[src/rtl/can_fd_crc_field_rx_if.sv]
// -----------------------------------------------------------------------------
// can_fd_crc_field_rx_if
// Bundles the signals between the bit sampler / frame state machine and the
// CAN FD CRC-field receiver. Names are from the receiver's point of view.
//   i_start          pulse on the cycle before the first CRC-field bit
//   i_abort          error/overload frame, drop back to idle
//   i_sample_valid   i_data holds a new sampled bit
//   i_data           sampled bus bit
//   i_data_prev      previously sampled bus bit
//   i_crc_b_sel      1 = long CRC mode (latched at start)
//   i_stuff_cnt_exp  dynamic stuff count mod 8 (latched at start)
//   i_crc_calc_a/b   receiver-computed CRCs, valid at done
//   o_busy, o_done, o_pos, o_crc, o_stuff_cnt   status / captured values
//   o_fixed_stuff_bit_error, o_sbc_parity_error, o_sbc_value_error,
//   o_crc_error      error flags
// Modports: master = sampler/frame side, slave = receiver.
// -----------------------------------------------------------------------------
`timescale 1ns/1ps
interface can_fd_crc_field_rx_if #(
    parameter int CRC_A_W = 17,
    parameter int CRC_B_W = 21,
    parameter int POS_W   = 6
);
    logic               i_start;
    logic               i_abort;
    logic               i_sample_valid;
    logic               i_data;
    logic               i_data_prev;
    logic               i_crc_b_sel;
    logic [2:0]         i_stuff_cnt_exp;
    logic [CRC_A_W-1:0] i_crc_calc_a;
    logic [CRC_B_W-1:0] i_crc_calc_b;
    logic               o_busy;
    logic               o_done;
    logic [POS_W-1:0]   o_pos;
    logic [CRC_B_W-1:0] o_crc;
    logic [2:0]         o_stuff_cnt;
    logic               o_fixed_stuff_bit_error;
    logic               o_sbc_parity_error;
    logic               o_sbc_value_error;
    logic               o_crc_error;

    modport master (
        output i_start, i_abort, i_sample_valid, i_data, i_data_prev,
               i_crc_b_sel, i_stuff_cnt_exp, i_crc_calc_a, i_crc_calc_b,
        input  o_busy, o_done, o_pos, o_crc, o_stuff_cnt,
               o_fixed_stuff_bit_error, o_sbc_parity_error,
               o_sbc_value_error, o_crc_error
    );

    modport slave (
        input  i_start, i_abort, i_sample_valid, i_data, i_data_prev,
               i_crc_b_sel, i_stuff_cnt_exp, i_crc_calc_a, i_crc_calc_b,
        output o_busy, o_done, o_pos, o_crc, o_stuff_cnt,
               o_fixed_stuff_bit_error, o_sbc_parity_error,
               o_sbc_value_error, o_crc_error
    );
endinterface

[src/rtl/can_fd_crc_field_rx.sv]
// -----------------------------------------------------------------------------
// can_fd_crc_field_rx
// Receives the CAN FD CRC field (stuff-count sub-field + CRC sequence), strips
// and checks the fixed stuff bits, decodes the Gray-coded stuff count and
// compares the received CRC with the receiver-computed one.
// Ports:
//   i_clk  clock
//   i_rst  asynchronous active-high reset
//   bus    can_fd_crc_field_rx_if.slave (handshake, data and status)
//
// state  | meaning
// -------+---------------------------------------------------
// S_IDLE | waiting for start, captured values held
// S_SBC  | receiving stuff-count sub-field (Gray + parity)
// S_CRC  | receiving CRC sequence
// S_DONE | one-cycle done pulse, crc_error valid
// -----------------------------------------------------------------------------
`timescale 1ns/1ps
module can_fd_crc_field_rx #(
    parameter int STUFF_PERIOD = 5,
    parameter int SBC_W        = 4,
    parameter int CRC_A_W      = 17,
    parameter int CRC_B_W      = 21,
    parameter int POS_W        = 6
) (
    input  logic                 i_clk,
    input  logic                 i_rst,
    can_fd_crc_field_rx_if.slave bus
);
    localparam int PH_W = $clog2(STUFF_PERIOD);
    localparam int SC_W = $clog2(SBC_W);

    // Position of the last data bit: data bits fill STUFF_PERIOD-1 slots per
    // group, each group led by one fixed stuff bit.
    localparam int D_A = SBC_W + CRC_A_W;
    localparam int D_B = SBC_W + CRC_B_W;
    localparam int LAST_A_I = ((D_A-1)/(STUFF_PERIOD-1))*STUFF_PERIOD + (D_A-1)%(STUFF_PERIOD-1) + 1;
    localparam int LAST_B_I = ((D_B-1)/(STUFF_PERIOD-1))*STUFF_PERIOD + (D_B-1)%(STUFF_PERIOD-1) + 1;
    localparam logic [POS_W-1:0] LAST_A = POS_W'(LAST_A_I);
    localparam logic [POS_W-1:0] LAST_B = POS_W'(LAST_B_I);

    typedef enum logic [1:0] {S_IDLE, S_SBC, S_CRC, S_DONE} state_t;

    state_t             r_state;
    state_t             w_next;
    logic [POS_W-1:0]   r_pos;
    logic [PH_W-1:0]    r_phase;
    logic [SC_W-1:0]    r_sbc_cnt;
    logic [SBC_W-2:0]   r_sbc;
    logic [CRC_B_W-1:0] r_crc;
    logic               r_crc_b;
    logic [2:0]         r_cnt_exp;
    logic [2:0]         r_stuff_cnt;
    logic               r_fix_err;
    logic               r_par_err;
    logic               r_val_err;

    logic               w_accept;
    logic               w_stuff;
    logic               w_sbc_last;
    logic [POS_W-1:0]   w_last_pos;
    logic [SBC_W-1:0]   w_sbc_word;
    logic [2:0]         w_gray;
    logic [2:0]         w_bin;

    // start and abort both discard a bit sampled in the same cycle
    assign w_accept   = bus.i_sample_valid && !bus.i_start && !bus.i_abort &&
                        (r_state == S_SBC || r_state == S_CRC);
    assign w_stuff    = (r_phase == '0);
    assign w_sbc_last = (r_sbc_cnt == SC_W'(SBC_W-1));
    assign w_last_pos = r_crc_b ? LAST_B : LAST_A;
    assign w_sbc_word = {r_sbc, bus.i_data};
    assign w_gray     = w_sbc_word[SBC_W-1 -: 3];
    assign w_bin      = {w_gray[2], w_gray[2]^w_gray[1], w_gray[2]^w_gray[1]^w_gray[0]};

    always_ff @(posedge i_clk or posedge i_rst) begin
        if (i_rst) r_state <= S_IDLE;
        else       r_state <= w_next;
    end

    always_comb begin
        w_next = r_state;
        case (r_state)
            S_IDLE: w_next = S_IDLE;
            S_SBC:  if (w_accept && !w_stuff && w_sbc_last) w_next = S_CRC;
            S_CRC:  if (w_accept && (r_pos == w_last_pos))  w_next = S_DONE;
            S_DONE: w_next = S_IDLE;
            default: w_next = S_IDLE;
        endcase
        if (bus.i_abort) w_next = S_IDLE;
        if (bus.i_start) w_next = S_SBC;
    end

    always_ff @(posedge i_clk or posedge i_rst) begin
        if (i_rst) begin
            r_pos       <= '0;
            r_phase     <= '0;
            r_sbc_cnt   <= '0;
            r_sbc       <= '0;
            r_crc       <= '0;
            r_crc_b     <= 1'b0;
            r_cnt_exp   <= '0;
            r_stuff_cnt <= '0;
            r_fix_err   <= 1'b0;
            r_par_err   <= 1'b0;
            r_val_err   <= 1'b0;
        end else if (bus.i_start) begin
            r_pos       <= '0;
            r_phase     <= '0;
            r_sbc_cnt   <= '0;
            r_sbc       <= '0;
            r_crc       <= '0;
            r_crc_b     <= bus.i_crc_b_sel;
            r_cnt_exp   <= bus.i_stuff_cnt_exp;
            r_stuff_cnt <= '0;
            r_fix_err   <= 1'b0;
            r_par_err   <= 1'b0;
            r_val_err   <= 1'b0;
        end else if (w_accept) begin
            r_pos   <= r_pos + 1'b1;
            r_phase <= (r_phase == PH_W'(STUFF_PERIOD-1)) ? '0 : r_phase + 1'b1;
            if (w_stuff) begin
                if (bus.i_data == bus.i_data_prev) r_fix_err <= 1'b1;
            end else if (r_state == S_SBC) begin
                r_sbc     <= w_sbc_word[SBC_W-2:0];
                r_sbc_cnt <= r_sbc_cnt + 1'b1;
                if (w_sbc_last) begin
                    r_stuff_cnt <= w_bin;
                    r_par_err   <= (^w_gray) != w_sbc_word[0];
                    r_val_err   <= (w_bin != r_cnt_exp);
                end
            end else begin
                // zero-cleared at start, so A mode ends up right-aligned
                r_crc <= {r_crc[CRC_B_W-2:0], bus.i_data};
            end
        end
    end

    assign bus.o_busy                  = (r_state == S_SBC) || (r_state == S_CRC);
    assign bus.o_done                  = (r_state == S_DONE);
    assign bus.o_pos                   = r_pos;
    assign bus.o_crc                   = r_crc;
    assign bus.o_stuff_cnt             = r_stuff_cnt;
    assign bus.o_fixed_stuff_bit_error = r_fix_err;
    assign bus.o_sbc_parity_error      = r_par_err;
    assign bus.o_sbc_value_error       = r_val_err;
    assign bus.o_crc_error             = (r_state == S_DONE) &&
        (r_crc_b ? (r_crc != bus.i_crc_calc_b)
                 : (r_crc != {{(CRC_B_W-CRC_A_W){1'b0}}, bus.i_crc_calc_a}));
endmodule

[src/flat_wrapper.sv]
// flat-port wrapper written by rule: the top's interface ports become plain ports
module can_fd_crc_field_rx_flat 
#(
    parameter int STUFF_PERIOD = 5,
    parameter int SBC_W        = 4,
    parameter int CRC_A_W      = 17,
    parameter int CRC_B_W      = 21,
    parameter int POS_W        = 6
)
  (i_clk, i_rst, bus_i_start, bus_i_abort, bus_i_sample_valid, bus_i_data, bus_i_data_prev, bus_i_crc_b_sel, bus_i_stuff_cnt_exp, bus_i_crc_calc_a, bus_i_crc_calc_b, bus_o_busy, bus_o_done, bus_o_pos, bus_o_crc, bus_o_stuff_cnt, bus_o_fixed_stuff_bit_error, bus_o_sbc_parity_error, bus_o_sbc_value_error, bus_o_crc_error);
  can_fd_crc_field_rx_if #(.CRC_A_W(CRC_A_W), .CRC_B_W(CRC_B_W), .POS_W(POS_W)) bus_i ();
  input  logic i_clk;
  input  logic i_rst;
  input wire logic [$bits(bus_i.i_start)-1:0] bus_i_start;
  input wire logic [$bits(bus_i.i_abort)-1:0] bus_i_abort;
  input wire logic [$bits(bus_i.i_sample_valid)-1:0] bus_i_sample_valid;
  input wire logic [$bits(bus_i.i_data)-1:0] bus_i_data;
  input wire logic [$bits(bus_i.i_data_prev)-1:0] bus_i_data_prev;
  input wire logic [$bits(bus_i.i_crc_b_sel)-1:0] bus_i_crc_b_sel;
  input wire logic [$bits(bus_i.i_stuff_cnt_exp)-1:0] bus_i_stuff_cnt_exp;
  input wire logic [$bits(bus_i.i_crc_calc_a)-1:0] bus_i_crc_calc_a;
  input wire logic [$bits(bus_i.i_crc_calc_b)-1:0] bus_i_crc_calc_b;
  output wire logic [$bits(bus_i.o_busy)-1:0] bus_o_busy;
  output wire logic [$bits(bus_i.o_done)-1:0] bus_o_done;
  output wire logic [$bits(bus_i.o_pos)-1:0] bus_o_pos;
  output wire logic [$bits(bus_i.o_crc)-1:0] bus_o_crc;
  output wire logic [$bits(bus_i.o_stuff_cnt)-1:0] bus_o_stuff_cnt;
  output wire logic [$bits(bus_i.o_fixed_stuff_bit_error)-1:0] bus_o_fixed_stuff_bit_error;
  output wire logic [$bits(bus_i.o_sbc_parity_error)-1:0] bus_o_sbc_parity_error;
  output wire logic [$bits(bus_i.o_sbc_value_error)-1:0] bus_o_sbc_value_error;
  output wire logic [$bits(bus_i.o_crc_error)-1:0] bus_o_crc_error;
  assign bus_i.i_start = bus_i_start;
  assign bus_i.i_abort = bus_i_abort;
  assign bus_i.i_sample_valid = bus_i_sample_valid;
  assign bus_i.i_data = bus_i_data;
  assign bus_i.i_data_prev = bus_i_data_prev;
  assign bus_i.i_crc_b_sel = bus_i_crc_b_sel;
  assign bus_i.i_stuff_cnt_exp = bus_i_stuff_cnt_exp;
  assign bus_i.i_crc_calc_a = bus_i_crc_calc_a;
  assign bus_i.i_crc_calc_b = bus_i_crc_calc_b;
  assign bus_o_busy = bus_i.o_busy;
  assign bus_o_done = bus_i.o_done;
  assign bus_o_pos = bus_i.o_pos;
  assign bus_o_crc = bus_i.o_crc;
  assign bus_o_stuff_cnt = bus_i.o_stuff_cnt;
  assign bus_o_fixed_stuff_bit_error = bus_i.o_fixed_stuff_bit_error;
  assign bus_o_sbc_parity_error = bus_i.o_sbc_parity_error;
  assign bus_o_sbc_value_error = bus_i.o_sbc_value_error;
  assign bus_o_crc_error = bus_i.o_crc_error;
  can_fd_crc_field_rx #(.STUFF_PERIOD(STUFF_PERIOD), .SBC_W(SBC_W), .CRC_A_W(CRC_A_W), .CRC_B_W(CRC_B_W), .POS_W(POS_W)) u_core (.i_clk(i_clk), .i_rst(i_rst), .bus(bus_i));
endmodule
[config.mk]
export PLATFORM = sky130hd
export DESIGN_NAME = can_fd_crc_field_rx_flat
export DESIGN_NICKNAME = d
export VERILOG_FILES = /design/src/rtl/can_fd_crc_field_rx_if.sv /design/src/rtl/can_fd_crc_field_rx.sv /design/src/flat_wrapper.sv
export SDC_FILE = /design/constraint.sdc
export NUM_CORES = 1
export LEC_CHECK = 0
export ABC_AREA = 1
export CAP_MARGIN = 15
export CORE_MARGIN = 2
export CORE_UTILIZATION = 30
export DETAILED_ROUTE_END_ITERATION = 8
export SYNTH_ARGS = -nofsm -noshare
export SYNTH_HDL_FRONTEND = slang
export SYNTH_SLANG_ARGS = --single-unit
[constraint.sdc]
create_clock -name i_clk -period 1.6 [get_ports i_clk]
set_input_delay 0.32 -clock i_clk [delete_from_list [all_inputs] [get_ports i_clk]]
set_output_delay 0.32 -clock i_clk [all_outputs]
set_load 0.1 [all_outputs]
==> summary.json, run 1 <==
{
  "outcome": "finished with violations",
  "violated_checks": "setup timing",
  "period_minus_slack_ns": 2.218,
  "rsz0062_at_grt": "yes",
  "crit_path_max_fanout": 8,
  "grt_antenna_before_repair": 0,
  "globalRouteOverflowTotal": 0,
  "area_growth_pct": 86.03,
  "avgViaCountPerCell": 4.676,
  "post-synth-top-area-cell": "sky130_fd_sc_hd__dfrtp_1",
  "synthArstFlopShare_pct": 100.0,
  "yosys_register_bits": 47,
  "slew_viol_final": 0,
  "powerDensity_nw_per_um2": 582.0,
  "leakage_power_total_uw": 0.002356,
  "synth_most_common_cell": "sky130_fd_sc_hd__nand2_1",
  "yosys_warnings": 0,
  "utilization_pct": 56.91,
  "layout-drive-gt1-share_pct": 39.81,
  "num_vias": 3044,
  "period_share_pct": 138.6,
  "num_antenna_cells": 0,
  "worst_reg2reg_setup_slack_ns": -0.15,
  "gpl.final_weighted_congestion": 0.8336,
  "seq_area_frac_synth_pct": 42.21,
  "postCtsHoldBufs": 0,
  "worst-slew-pin-transition_ns": 0.2764,
  "timing.rr.start": "u_core.r_state[0]",
  "fmaxAchievable_mhz": 450.9,
  "nFillCells": 829,
  "cts_max_level": 2,
  "avgSynthCellArea_sq_um": 7.275,
  "final_hold_viols": 0,
  "power_uw": 3017,
  "first_global_vias": 2948,
  "die-area_sq_um": 10080,
  "worstRegToRegCells": 10,
  "clock_tree_from_tritoncts": "done",
  "regToRegEndpoint": "u_core.bus.o_crc[11]",
  "cts-root-buf": "sky130_fd_sc_hd__clkbuf_8",
  "route.detailed.drc": 0,
  "cp-start-kind": "register",
  "dr_iter_0_viols": 77,
  "routed_wl_um": 8690,
  "worst-endpoint-required_ns": 1.28,
  "clock-skew-final_ns": 0.009810,
  "die_height_um": 100.4,
  "number_of_standard_cells_after_synthesis": 383,
  "synth_commonest_cells": "sky130_fd_sc_hd__nand2_1 (137), sky130_fd_sc_hd__inv_1 (56), sky130_fd_sc_hd__dfrtp_1 (47)",
  "route.antenna.remaining_nets": 0,
  "power.ir.vdd_worst_mv": 0.3851,
  "global_route_wire_length_before_repair_um": 13360,
  "timing.max_slew.rel_slack_pct": 81.57,
  "timing.critical_path.arrival_ns": 1.90,
  "number_of_clock_sinks": 47,
  "wire_per_inst_um": 13.35,
  "place.detailed.hpwl_um": 6278,
  "numCtsBuffers": 5,
  "finish.net_count": 595,
  "track_usage_pct": 16.54,
  "ioPinCount": 85,
  "clk_latency_ns": 0.31,
  "initial_core_util_pct": 30.59,
  "core_area_sq_um": 9109,
  "yosys.area.top_type_share_pct": 42.21,
  "finalWorstSetupSlack_ns": -0.6176,
  "setup.worst_path.class": "reg -> out",
  "worstSetupEndpointType": "output port",
  "post_synth_instance_area_sq_um": 2786,
  "die-width_um": 100.4,
  "worstHoldPathType": "in -> async",
  "clock_tree.buffer_depth": 2,
  "report.final.setup_viol": 25,
  "place.port_buffers": 84,
  "grt_start_max_net_pins": 48,
  "firstDrtPassIters": 4,
  "max-cap-violations": 0,
  "rows": 35,
  "synth.lib_cells_used.distinct": 29,
  "synth_enable_flop_cells": 0,
  "syn-num-nets": 439,
  "synth.top_cells.by_area": "sky130_fd_sc_hd__dfrtp_1 (42%), sky130_fd_sc_hd__nand2_1 (18%), sky130_fd_sc_hd__inv_1 (7.5%)",
  "clkSlewWorstSetupHoldPaths_ns": 0.10,
  "yosys_most_used_dff": "sky130_fd_sc_hd__dfrtp_1"
}
==> placed cells by master, fill, tap and decap left out, drive strengths merged <==
master         synthesis  routed
o21a                   1       1
clkbuf                 0       7
a21oi                  3       3
ha                     7       7
bufinv                 0       1
xor2                   6       6
a211oi                 1       1
clkdlybuf4s50          0      48
o211ai                 3       3
clkinv                 2       2
nor2                  23      23
inv                   59      59
nor3b                  1       1
clkinvlp               0       2
nor3                   3       3
o22ai                 25      25
buf                   11     110
nand2                139     139
o21ai                 17      17
a22oi                  1       1
nand4                  1       1
nand3                 32      32
dfrtp                 47      47
xnor2                  1       1
==> routing by layer <==
layer / track usage, % / vias to the layer above / share of wire (%) / wire [um]
met4: 3.267 / 0 / 1.6 / 141
met3: 3.203 / 10 / 5.1 / 445
met1: 20.39 / 1438 / 42 / 3680
met2: 30.05 / 77 / 51 / 4422
met5: 0 / - / 0 / 0
li1: - / 1519 / - / -
==> worst max-delay path by stage <==
| stage | from | end | cells after the start |
|---|---|---|---|
| 2_1_floorplan | u_core.r_state[0] | u_core.r_state[1] | 11 |
| 3_3_place_gp | bus_i_crc_calc_b[14] | bus_o_crc_error | 11 |
| 3_5_place_dp | bus_i_crc_calc_b[18] | bus_o_crc_error | 11 |
| 4_1_cts | u_core.r_crc_b | bus_o_crc_error | 11 |
| 5_1_grt | u_core.r_crc_b | bus_o_crc_error | 12 |
| 6_report | u_core.r_crc_b | bus_o_crc_error | 12 |
==> cells by family after synthesis <==
kind of cell	count (synthesis)	share of synthesized area, %
XOR/XNOR	7	2.200
adder cells (fa/ha/maj)	7	3.143
AND/OR/NAND/NOR	199	29.95
flip-flops	47	42.21
buffers and inverters	72	11.67
AO/OA/AOI/OAI	51	10.82
==> sequential cells by signal, indices dropped and copies added (netlist names) <==
| register | count |
|---|---|
| u_core.r_phase | 3 |
| u_core.r_crc_b | 1 |
| u_core.bus.o_crc | 21 |
| u_core.bus.o_sbc_value_error | 1 |
| u_core.r_sbc_cnt | 2 |
| u_core.bus.o_pos | 6 |
| u_core.bus.o_stuff_cnt | 3 |
| u_core.r_state | 2 |
| u_core.bus.o_fixed_stuff_bit_error | 1 |
| u_core.bus.o_sbc_parity_error | 1 |
| u_core.r_sbc | 3 |
| u_core.r_cnt_exp | 3 |
==> what timing repair did <==
action                     CTS  global route
gates cloned                 0             3
setup endpoints to repair   14            39
pin swaps                    2             6
setup buffers                5             4
resized for setup           10            59
==> area by class of cell <==
class / instances / area, sq um / share of cell area, %
multi-input cells: 264 / 1577 / 30.41
well taps: 111 / 138.9 / 2.679
clock inverters: 3 / 46.29 / 0.8931
clock buffers: 5 / 68.82 / 1.328
inverters: 61 / 242.7 / 4.683
flip-flops and latches: 47 / 1204 / 23.22
repair buffers: 160 / 1907 / 36.78
==> where the power goes <==
part	leakage [uW]	switching, uW	internal, uW
clock network	0.0000548	442	471
logic	0.00169	452	405
registers	0.000608	29.1	1220
total	0.00236	922	2090
==> critical path, stage by stage, from the launching register on <==
cell	delay, ns
sky130_fd_sc_hd__dfrtp_2	0.47
sky130_fd_sc_hd__inv_4	0.13
sky130_fd_sc_hd__buf_12	0.13
sky130_fd_sc_hd__nand2_1	0.07
sky130_fd_sc_hd__nand2_1	0.06
sky130_fd_sc_hd__nand2_1	0.05
sky130_fd_sc_hd__nand2_1	0.06
sky130_fd_sc_hd__nand2_1	0.05
sky130_fd_sc_hd__nor2_1	0.13
sky130_fd_sc_hd__nand3_1	0.10
sky130_fd_sc_hd__nor2_2	0.13
sky130_fd_sc_hd__nor2_4	0.05
sky130_fd_sc_hd__buf_12	0.16
==> stage by stage <==
stage                     setup slack (ns)  hold WS [ns]  std cells  area, sq um  setup TNS (ns)
after floorplan                    -0.4101        0.4325        383         2873          -14.29
after global placement             -0.4381        0.4606        631         4661          -8.916
after detailed placement           -0.4335        0.4760        631         4661          -9.121
after CTS                          -0.6175        0.3703        644         4843         -0.8717
after global routing               -0.7386        0.3904        651         5184          -5.902
final                              -0.6176        0.3623        651         5184          -3.373
Note: power is estimated with default switching activity, not from simulation.
==> run 2, diff against run 1 <==
- SLEW_MARGIN: unset -> 20
==> results of run 2 <==
No change in the layout: final DEF, timing and power equal those of run 1.
==> run 3, diff against run 2 <==
- GPL_ROUTABILITY_DRIVEN: unset -> 1
==> results of run 3 <==
No change in the layout: final DEF, timing and power equal those of run 1.
